===== config.mk =====
export PLATFORM = sky130hd
export DESIGN_NAME = snake_board_painter
export DESIGN_NICKNAME = d
export VERILOG_FILES = /design/src/rtl/snake_pkg.sv /design/src/rtl/StaticCounter.sv /design/src/rtl/snake_board_painter.sv
export SDC_FILE = /design/constraint.sdc
export NUM_CORES = 1
export LEC_CHECK = 0
export ABC_AREA = 1
export CAP_MARGIN = 20
export CORE_MARGIN = 3
export CORE_UTILIZATION = 43
export DETAILED_ROUTE_END_ITERATION = 12
export PLACE_DENSITY = 0.81
export SLEW_MARGIN = 20
export SYNTH_ARGS = -nofsm -noshare
export SYNTH_HDL_FRONTEND = slang
export SYNTH_SLANG_ARGS = --single-unit
export TNS_END_PERCENT = 100

===== constraint.sdc =====
create_clock -name clk -period 1.55 [get_ports clk]
set_clock_uncertainty 0.1 [all_clocks]
set_input_delay 0.31 -clock clk [delete_from_list [all_inputs] [get_ports clk]]
set_output_delay 0.31 -clock clk [all_outputs]
set_load 0.005 [all_outputs]

===== src/rtl/snake_pkg.sv =====
// snake_pkg: definitions shared by the snake mover and the board painter.
//   logb2            - ceiling log2 for parameter derivation
//   ACTIVE_BIT/Y_LSB - body-entry field offsets; x_lsb() gives the x offset,
//                      which depends on the y field width
//   dir_e            - movement directions used by the mover
//   painter_state_e  - board painter state encoding
package snake_pkg;

  function automatic int logb2(input int value);
    int r;
    r = 0;
    for (int i = 0; i < 31; i++) begin
      if ((1 << i) < value) r = i + 1;
    end
    return r;
  endfunction

  // Body entry layout: {x, y, active}
  localparam int ACTIVE_BIT = 0;
  localparam int Y_LSB      = 1;

  function automatic int x_lsb(input int y_w);
    return Y_LSB + y_w;
  endfunction

  typedef enum logic [1:0] {
    DIR_UP    = 2'd0,
    DIR_RIGHT = 2'd1,
    DIR_DOWN  = 2'd2,
    DIR_LEFT  = 2'd3
  } dir_e;

  typedef enum logic [2:0] {
    ST_IDLE  = 3'd0,
    ST_CLEAR = 3'd1,
    ST_FETCH = 3'd2,
    ST_PAINT = 3'd3,
    ST_DONE  = 3'd4
  } painter_state_e;

endpackage


===== src/rtl/StaticCounter.sv =====
// StaticCounter: wrapping up-counter 0..MAX with synchronous clear.
// Ports:
//   clk, reset     - clock, synchronous active-high reset
//   clr            - synchronous clear to 0 (takes priority over en)
//   en             - advance by one, wrapping MAX -> 0
//   count          - current value
//   count_next     - value the counter moves to on the next enabled edge
//   ovf            - en while count == MAX (the wrap cycle)
module StaticCounter #(
  parameter int unsigned MAX = 15,
  localparam int W = (MAX > 0) ? $clog2(MAX + 1) : 1
) (
  input  logic         clk,
  input  logic         reset,
  input  logic         clr,
  input  logic         en,
  output logic [W-1:0] count,
  output logic [W-1:0] count_next,
  output logic         ovf
);

  localparam logic [W-1:0] MAX_V = W'(MAX);

  logic [W-1:0] count_q, count_d;

  always_comb begin
    count_next = (count_q == MAX_V) ? '0 : count_q + 1'b1;
    ovf        = en && (count_q == MAX_V);
    count_d    = count_q;
    if (clr)     count_d = '0;
    else if (en) count_d = count_next;
  end

  always_ff @(posedge clk) begin
    if (reset) count_q <= '0;
    else       count_q <= count_d;
  end

  assign count = count_q;

endmodule


===== src/rtl/snake_board_painter.sv =====
// snake_board_painter: on start, clears the 1-bit-per-cell board RAM, then
// walks the snake body memory from entry 0 painting every active segment,
// stopping at the first inactive entry (or after the last entry).
// Optional food detection is built when SNAKE_PAINTER_FOOD_EN is defined;
// otherwise food_hit is tied low and food_x/food_y are unused.
// Ports:
//   clk, reset        - clock, synchronous active-high reset
//   start             - begin a clear+paint pass (accepted only when idle)
//   rd_addr / rd_data - body memory read port, 1-cycle latency, {x, y, active}
//   bd_we/addr/din    - board RAM write port, address {y, x}
//   busy, done        - pass in progress / one-cycle end-of-pass pulse
//   length            - number of active entries painted
//   food_x, food_y    - food cell; food_hit flags a segment on it
//
// state    | meaning
// ---------+---------------------------------------------------------
// ST_IDLE  | waiting for start
// ST_CLEAR | writing 0 to every board cell, one per cycle
// ST_FETCH | body read of entry 0 in flight
// ST_PAINT | entry k on rd_data, entry k+1 being read
// ST_DONE  | done pulse, back to idle
module snake_board_painter
  import snake_pkg::*;
#(
  parameter int H = 32,
  parameter int V = 32,
  localparam int X_W    = logb2(H),
  localparam int Y_W    = logb2(V),
  localparam int ADDR_W = logb2(H * V)
) (
  input  logic                 clk,
  input  logic                 reset,
  input  logic                 start,
  output logic [ADDR_W-1:0]    rd_addr,
  input  logic [X_W+Y_W:0]     rd_data,
  output logic                 bd_we,
  output logic [ADDR_W-1:0]    bd_addr,
  output logic                 bd_din,
  output logic                 busy,
  output logic                 done,
  output logic [ADDR_W:0]      length,
  input  logic [X_W-1:0]       food_x,
  input  logic [Y_W-1:0]       food_y,
  output logic                 food_hit
);

  localparam int X_LSB = x_lsb(Y_W);

  painter_state_e state_q, state_d;
  logic [ADDR_W-1:0] rd_addr_q, rd_addr_d;
  logic              bd_we_q, bd_we_d;
  logic [ADDR_W-1:0] bd_addr_q, bd_addr_d;
  logic              bd_din_q, bd_din_d;
  logic              busy_q, busy_d;
  logic              done_q, done_d;
  logic [ADDR_W:0]   length_q, length_d;
  logic              food_hit_q, food_hit_d;
  // Set when the counter wraps during PAINT: the entry now on rd_data is the
  // last one in the body memory.
  logic              full_q, full_d;

  logic              cnt_clr, cnt_en, cnt_ovf;
  logic [ADDR_W-1:0] cnt, cnt_next;

  logic              ent_active;
  logic [X_W-1:0]    ent_x;
  logic [Y_W-1:0]    ent_y;

  assign ent_active = rd_data[ACTIVE_BIT];
  assign ent_x      = rd_data[X_LSB +: X_W];
  assign ent_y      = rd_data[Y_LSB +: Y_W];

  // Shared cell/entry counter. In CLEAR it holds the cell currently being
  // written; from FETCH on it holds the body address currently being read.
  StaticCounter #(.MAX(H * V - 1)) u_cnt (
    .clk        (clk),
    .reset      (reset),
    .clr        (cnt_clr),
    .en         (cnt_en),
    .count      (cnt),
    .count_next (cnt_next),
    .ovf        (cnt_ovf)
  );

`ifndef SNAKE_PAINTER_FOOD_EN
  logic unused_food;
  assign unused_food = ^{food_x, food_y};
`endif

  // Every output is a flop loaded with the value belonging to the state
  // being entered, so outputs line up with state_q.
  always_comb begin
    state_d    = state_q;
    rd_addr_d  = '0;
    bd_we_d    = 1'b0;
    bd_addr_d  = bd_addr_q;
    bd_din_d   = 1'b0;
    done_d     = 1'b0;
    length_d   = length_q;
    food_hit_d = food_hit_q;
    full_d     = full_q;
    cnt_clr    = 1'b0;
    cnt_en     = 1'b0;

    unique case (state_q)
      ST_IDLE: begin
        cnt_clr = 1'b1;
        full_d  = 1'b0;
        if (start) begin
          state_d    = ST_CLEAR;
          bd_we_d    = 1'b1;
          bd_addr_d  = '0;
          length_d   = '0;
          food_hit_d = 1'b0;
        end
      end
      ST_CLEAR: begin
        cnt_en = 1'b1;
        if (cnt_ovf) begin
          state_d = ST_FETCH;
        end else begin
          bd_we_d   = 1'b1;
          bd_addr_d = cnt_next;
        end
      end
      ST_FETCH: begin
        cnt_en    = 1'b1;
        state_d   = ST_PAINT;
        rd_addr_d = cnt_next;
      end
      ST_PAINT: begin
        cnt_en    = 1'b1;
        rd_addr_d = cnt_next;
        if (cnt_ovf) full_d = 1'b1;
        if (ent_active) begin
          bd_we_d   = 1'b1;
          bd_din_d  = 1'b1;
          bd_addr_d = {ent_y, ent_x};
          // cnt is k+1 modulo H*V; full_q supplies the carry for k = H*V-1
          length_d  = {full_q, cnt};
`ifdef SNAKE_PAINTER_FOOD_EN
          if (ent_x == food_x && ent_y == food_y) food_hit_d = 1'b1;
`endif
          if (full_q) begin
            state_d   = ST_DONE;
            done_d    = 1'b1;
            rd_addr_d = '0;
          end
        end else begin
          state_d   = ST_DONE;
          done_d    = 1'b1;
          rd_addr_d = '0;
        end
      end
      ST_DONE: begin
        state_d = ST_IDLE;
      end
      default: begin
        state_d = ST_IDLE;
      end
    endcase

`ifndef SNAKE_PAINTER_FOOD_EN
    food_hit_d = 1'b0;
`endif

    busy_d = (state_d != ST_IDLE);
  end

  always_ff @(posedge clk) begin
    if (reset) begin
      state_q    <= ST_IDLE;
      rd_addr_q  <= '0;
      bd_we_q    <= 1'b0;
      bd_addr_q  <= '0;
      bd_din_q   <= 1'b0;
      busy_q     <= 1'b0;
      done_q     <= 1'b0;
      length_q   <= '0;
      food_hit_q <= 1'b0;
      full_q     <= 1'b0;
    end else begin
      state_q    <= state_d;
      rd_addr_q  <= rd_addr_d;
      bd_we_q    <= bd_we_d;
      bd_addr_q  <= bd_addr_d;
      bd_din_q   <= bd_din_d;
      busy_q     <= busy_d;
      done_q     <= done_d;
      length_q   <= length_d;
      food_hit_q <= food_hit_d;
      full_q     <= full_d;
    end
  end

  assign rd_addr  = rd_addr_q;
  assign bd_we    = bd_we_q;
  assign bd_addr  = bd_addr_q;
  assign bd_din   = bd_din_q;
  assign busy     = busy_q;
  assign done     = done_q;
  assign length   = length_q;
  assign food_hit = food_hit_q;

endmodule

==> results.txt, run 1 <==
* Cell family with the largest share of critical-path delay: simple AND/OR/NAND/NOR gates
- Detail Route met2 WL: between 2 and 3 mm
- Largest driver fanout on the critical path: 4
* Floorplan Core Area: between 0.004 and 0.005 mm^2
- The floorplan has 25 rows.
- Hold is met by approximately 0.4 ns.
* Area leader, netlist: sky130_fd_sc_hd__dfxtp_1
* Minimum setup slack among reg-to-reg paths: 0.02 ns
* Maximum vdd ir drop: roughly 0.00065 V
- Via Count: approximately 2.1k
- The clock tree synthesis step divided the H-tree into 2 levels.
- Measured along the y axis, the die boundary spans between 70 and 80 um.
- Max-Cap Viols: 0
- Of the total synthesized cell area, the portion taken by AND, OR, NAND and NOR gates is 0.335.
* Adder and majority cell fraction of the synthesized area: 0.00581
- Root buf cell: sky130_fd_sc_hd__clkbuf_8
* Kind of capture point of the worst setup path: register
- Leakage: around 1.8 nW
- Post-route ant nets: 0
- Relative to the synthesized area, the layout overhead comes to 46.7%.
- # nets final: around 400
- Antenna violations before repair: 0
* Drt drc: 0
- Final clock period utilization by the worst path: 0.988
- CTS sink cnt: just under 50
- The worst setup path is of the register to register kind.
- Dominant cell by count in the synthesized netlist: sky130_fd_sc_hd__nand2_1
* Commonest cells post-synth: sky130_fd_sc_hd__nand2_1, sky130_fd_sc_hd__nor2_1, sky130_fd_sc_hd__dfxtp_1
- Longest Clk Path Bufs: 2
* Total Routed Length: 5.74 mm
- Sum of routed wire segments on met1: around 2.5 mm
- The floorplan step defined a die boundary enclosing about 0.0059 mm^2.
- STA puts the critical path data arrival time at around 1.7 ns.
- Clk pin slew, worst setup/hold paths: ~0.09 ns
* TritonCTS clock tree: done
- Source of the worst hold timing path: full_q$_SDFFE_PP0P_
- Post-Syn Nets: 326
- Setup repair after global routing missed its margin: true
- Of the cells placed in the final design, the portion with a size suffix greater than 1 is 0.246.
* Final setup vio count: 0
- The number of clock buffers added by TritonCTS is 5.
- After synthesis, the largest family of logic cells by area is simple AND/OR/NAND/NOR gates.
* Cells taking the most area after synthesis: sky130_fd_sc_hd__dfxtp_1, sky130_fd_sc_hd__nand2_1, sky130_fd_sc_hd__nor2_1, sky130_fd_sc_hd__o21ai_0, sky130_fd_sc_hd__inv_1
- Final min period: ~1.5 ns
- The worst setup path is launched from a register.
- For this design, the CTS-stage hold fixing added 0 buffers.
- Async set-reset flop share out of synthesis: 0
- Largest incremental delay on the critical path: roughly 0.37 ns
* Number of global-route vias before repair: 2,005
- For the worst setup path, the data required time is between 1.5 and 2 ns.
* Overall overflow remaining after global route: 0
- The number of buffers and inverters on the critical path is 1.
- For this configuration, the core starts out at a cell density of 0.450.
* HP Class: register to register
- Overall global routing resource usage: 0.190
- For this run, the top clock speed supported by timing is around 650 MHz.
- Worst-path cell chain: ha_4 -> nand2_4 -> nor2_8 -> buf_4 -> nand2_1 -> nand2_1 -> nand2_2 -> nor2_2 -> nor2_1 -> nor2_1
- Counting every instance in the synthesized netlist gives around 300.
* Iteration-0 DRC Markers: 153
- Of the post-synthesis cell area, the dominant cell type holds 0.456.
- Wire length on met3: approximately 320 um
* Xor/xnor cell area share of the yosys netlist: 0.00407
- Die width: 76.7 um
* I/O pin cnt: 60
- Counting flops and latches in the post-synthesis netlist gives a little under 50.
- The synthesized netlist contains 29 unique library cells.
- Post-synthesis instance area: between 0.002 and 0.0025 mm^2
- Highest routing layer actually used: met4
- Hold Vio Cnt, Final: 0
- Average via count per standard cell: around 4.8
- YS warnings: 0
- The number of max-slew violations in the final report is 0.
* GPL Wtd Cong: about 0.94
- The pre-antenna-repair detailed-routing pass consisted of 4 iterations.
- Clock insertion delay at the later pin of the skew report: around 0.31 ns
* Start of the worst register-to-register path: u_cnt.count[0]$_SDFFE_PP0N_
- 0 antenna diodes ended up in the layout.
- Part of the Yosys area used for sequential elements: 0.456
* Number of port buffers: 48
- Overall power: around 0.0024 W
- Result of the run: completed
- Largest net degree at the start of global routing: 21
* Post-detailed-placement half-perimeter wirelength: 3.95 mm
* Post-synth EDFFs: 0
- Wire length of the first global-routing pass: a little over 9 mm
- Multiplexer share of the synthesized area: 0
* Routed wire per std cell: about 13 um
* Synthesized-area fraction occupied by ao, oa, aoi and oai cells: 0.115
- Power per unit of standard cell area: just under 800 mW/mm^2
* Prevailing post-synth register cell: sky130_fd_sc_hd__dfxtp_1
* Timing startpoint of the critical path: u_cnt.count[0]$_SDFFE_PP0N_
- A synthesized cell averages between 7 and 8 um^2.
- Among all stages on the critical path, the largest delay is contributed by sky130_fd_sc_hd__dfxtp_2.
==> cell usage in the layout (no fill, tap or decap), drive strengths merged <==
cell type / instances
buf: 33
o21bai: 1
ha: 1
dlygate4sd2: 9
nor2: 62
nand2: 73
o211ai: 2
clkbuf: 6
clkdlybuf4s50: 16
dfxtp: 49
clkinv: 2
xnor2: 1
nor3: 2
dlymetal6s2s: 23
nand3b: 1
nand4: 1
nand3: 18
or2: 2
o21ai: 25
inv: 30
conb: 1
a21oi: 20
==> registers in the layout, summed over array words and instances, names as in the netlist <==
name and flops:
bd_addr 10, bd_din 1, bd_we 1, busy 1, done 1, full_q 1, length 11, rd_addr 10
state_q 3, u_cnt.count 10
==> worst register-to-register path: cells and delay by family (launching register included) <==
family	cells	cell delay (ns)
adder cells (fa/ha/maj)	1	0.16
buffers and inverters	1	0.14
flip-flops	1	0.37
AND/OR/NAND/NOR	8	0.70
==> what timing repair did <==
item / in CTS / in global routing
gates cloned: 0 / 0
pin swaps: 1 / 9
endpoints found under the setup margin: 26 / 52
buffers inserted: 0 / 4
resized for setup: 23 / 52
hold endpoints to repair: 0 / 0
==> logic make-up after synthesis <==
logic type / Yosys count
flops: 49
buf+inv: 42
simple gates: 159
fa+ha+maj: 1
xor+xnor: 1
other cells: 1
compound gates: 48
==> per-stage QoR <==
| step | setup WS (ns) | setup TNS (ns) | cells | util | cell area (um^2) |
|---|---|---|---|---|---|
| 3_5_place_dp | -0.202 | -4.96 | 433 | 0.603 | 2890 |
| 3_3_place_gp | -0.183 | -4.53 | 433 | 0.603 | 2890 |
| 6_report | 0.0182 | 0 | 445 | 0.660 | 3160 |
| 4_1_cts | -0.00546 | -0.00958 | 441 | 0.623 | 2980 |
| 5_1_grt | -0.0643 | -0.142 | 445 | 0.660 | 3160 |
| 2_1_floorplan | 0.0195 | 0 | 301 | - | 2150 |
==> final cells by class <==
cell class / count / area [um^2]
clock buffer: 6 / 72.6
clock inverter: 2 / 10.0
fill: 398 / 1630
inverter: 30 / 113
multi-input combinational: 210 / 1070
sequential: 49 / 1010
tap: 67 / 83.8
timing repair buffer: 81 / 791
==> power breakdown <==
group          internal [W]  switching (W)  total, W
Clock              0.000313       0.000408  0.000721
Sequential          0.00131      0.0000277   0.00134
Combinational      0.000183       0.000184  0.000366
Total               0.00181       0.000619   0.00243
==> layer usage <==
metal	GRT usage	vias up
met5	0	-
met4	0.0707	0
met3	0.0469	12
met2	0.311	68
met1	0.241	950
li1	-	1093
==> final timing paths <==
kind | end | cells past startpoint
max | bd_addr[8]$_SDFFE_PP0P_ | 10
min | full_q$_SDFFE_PP0P_ | 2
max reg2reg | bd_addr[8]$_SDFFE_PP0P_ | 10
min reg2reg | full_q$_SDFFE_PP0P_ | 2
(Power assumes the default switching activity.)
==> run 2, diff against run 1 <==
Settings changed: GPL_ROUTABILITY_DRIVEN set to 0.
==> results of run 2 <==
No change in the layout: final DEF, timing and power equal those of run 1.
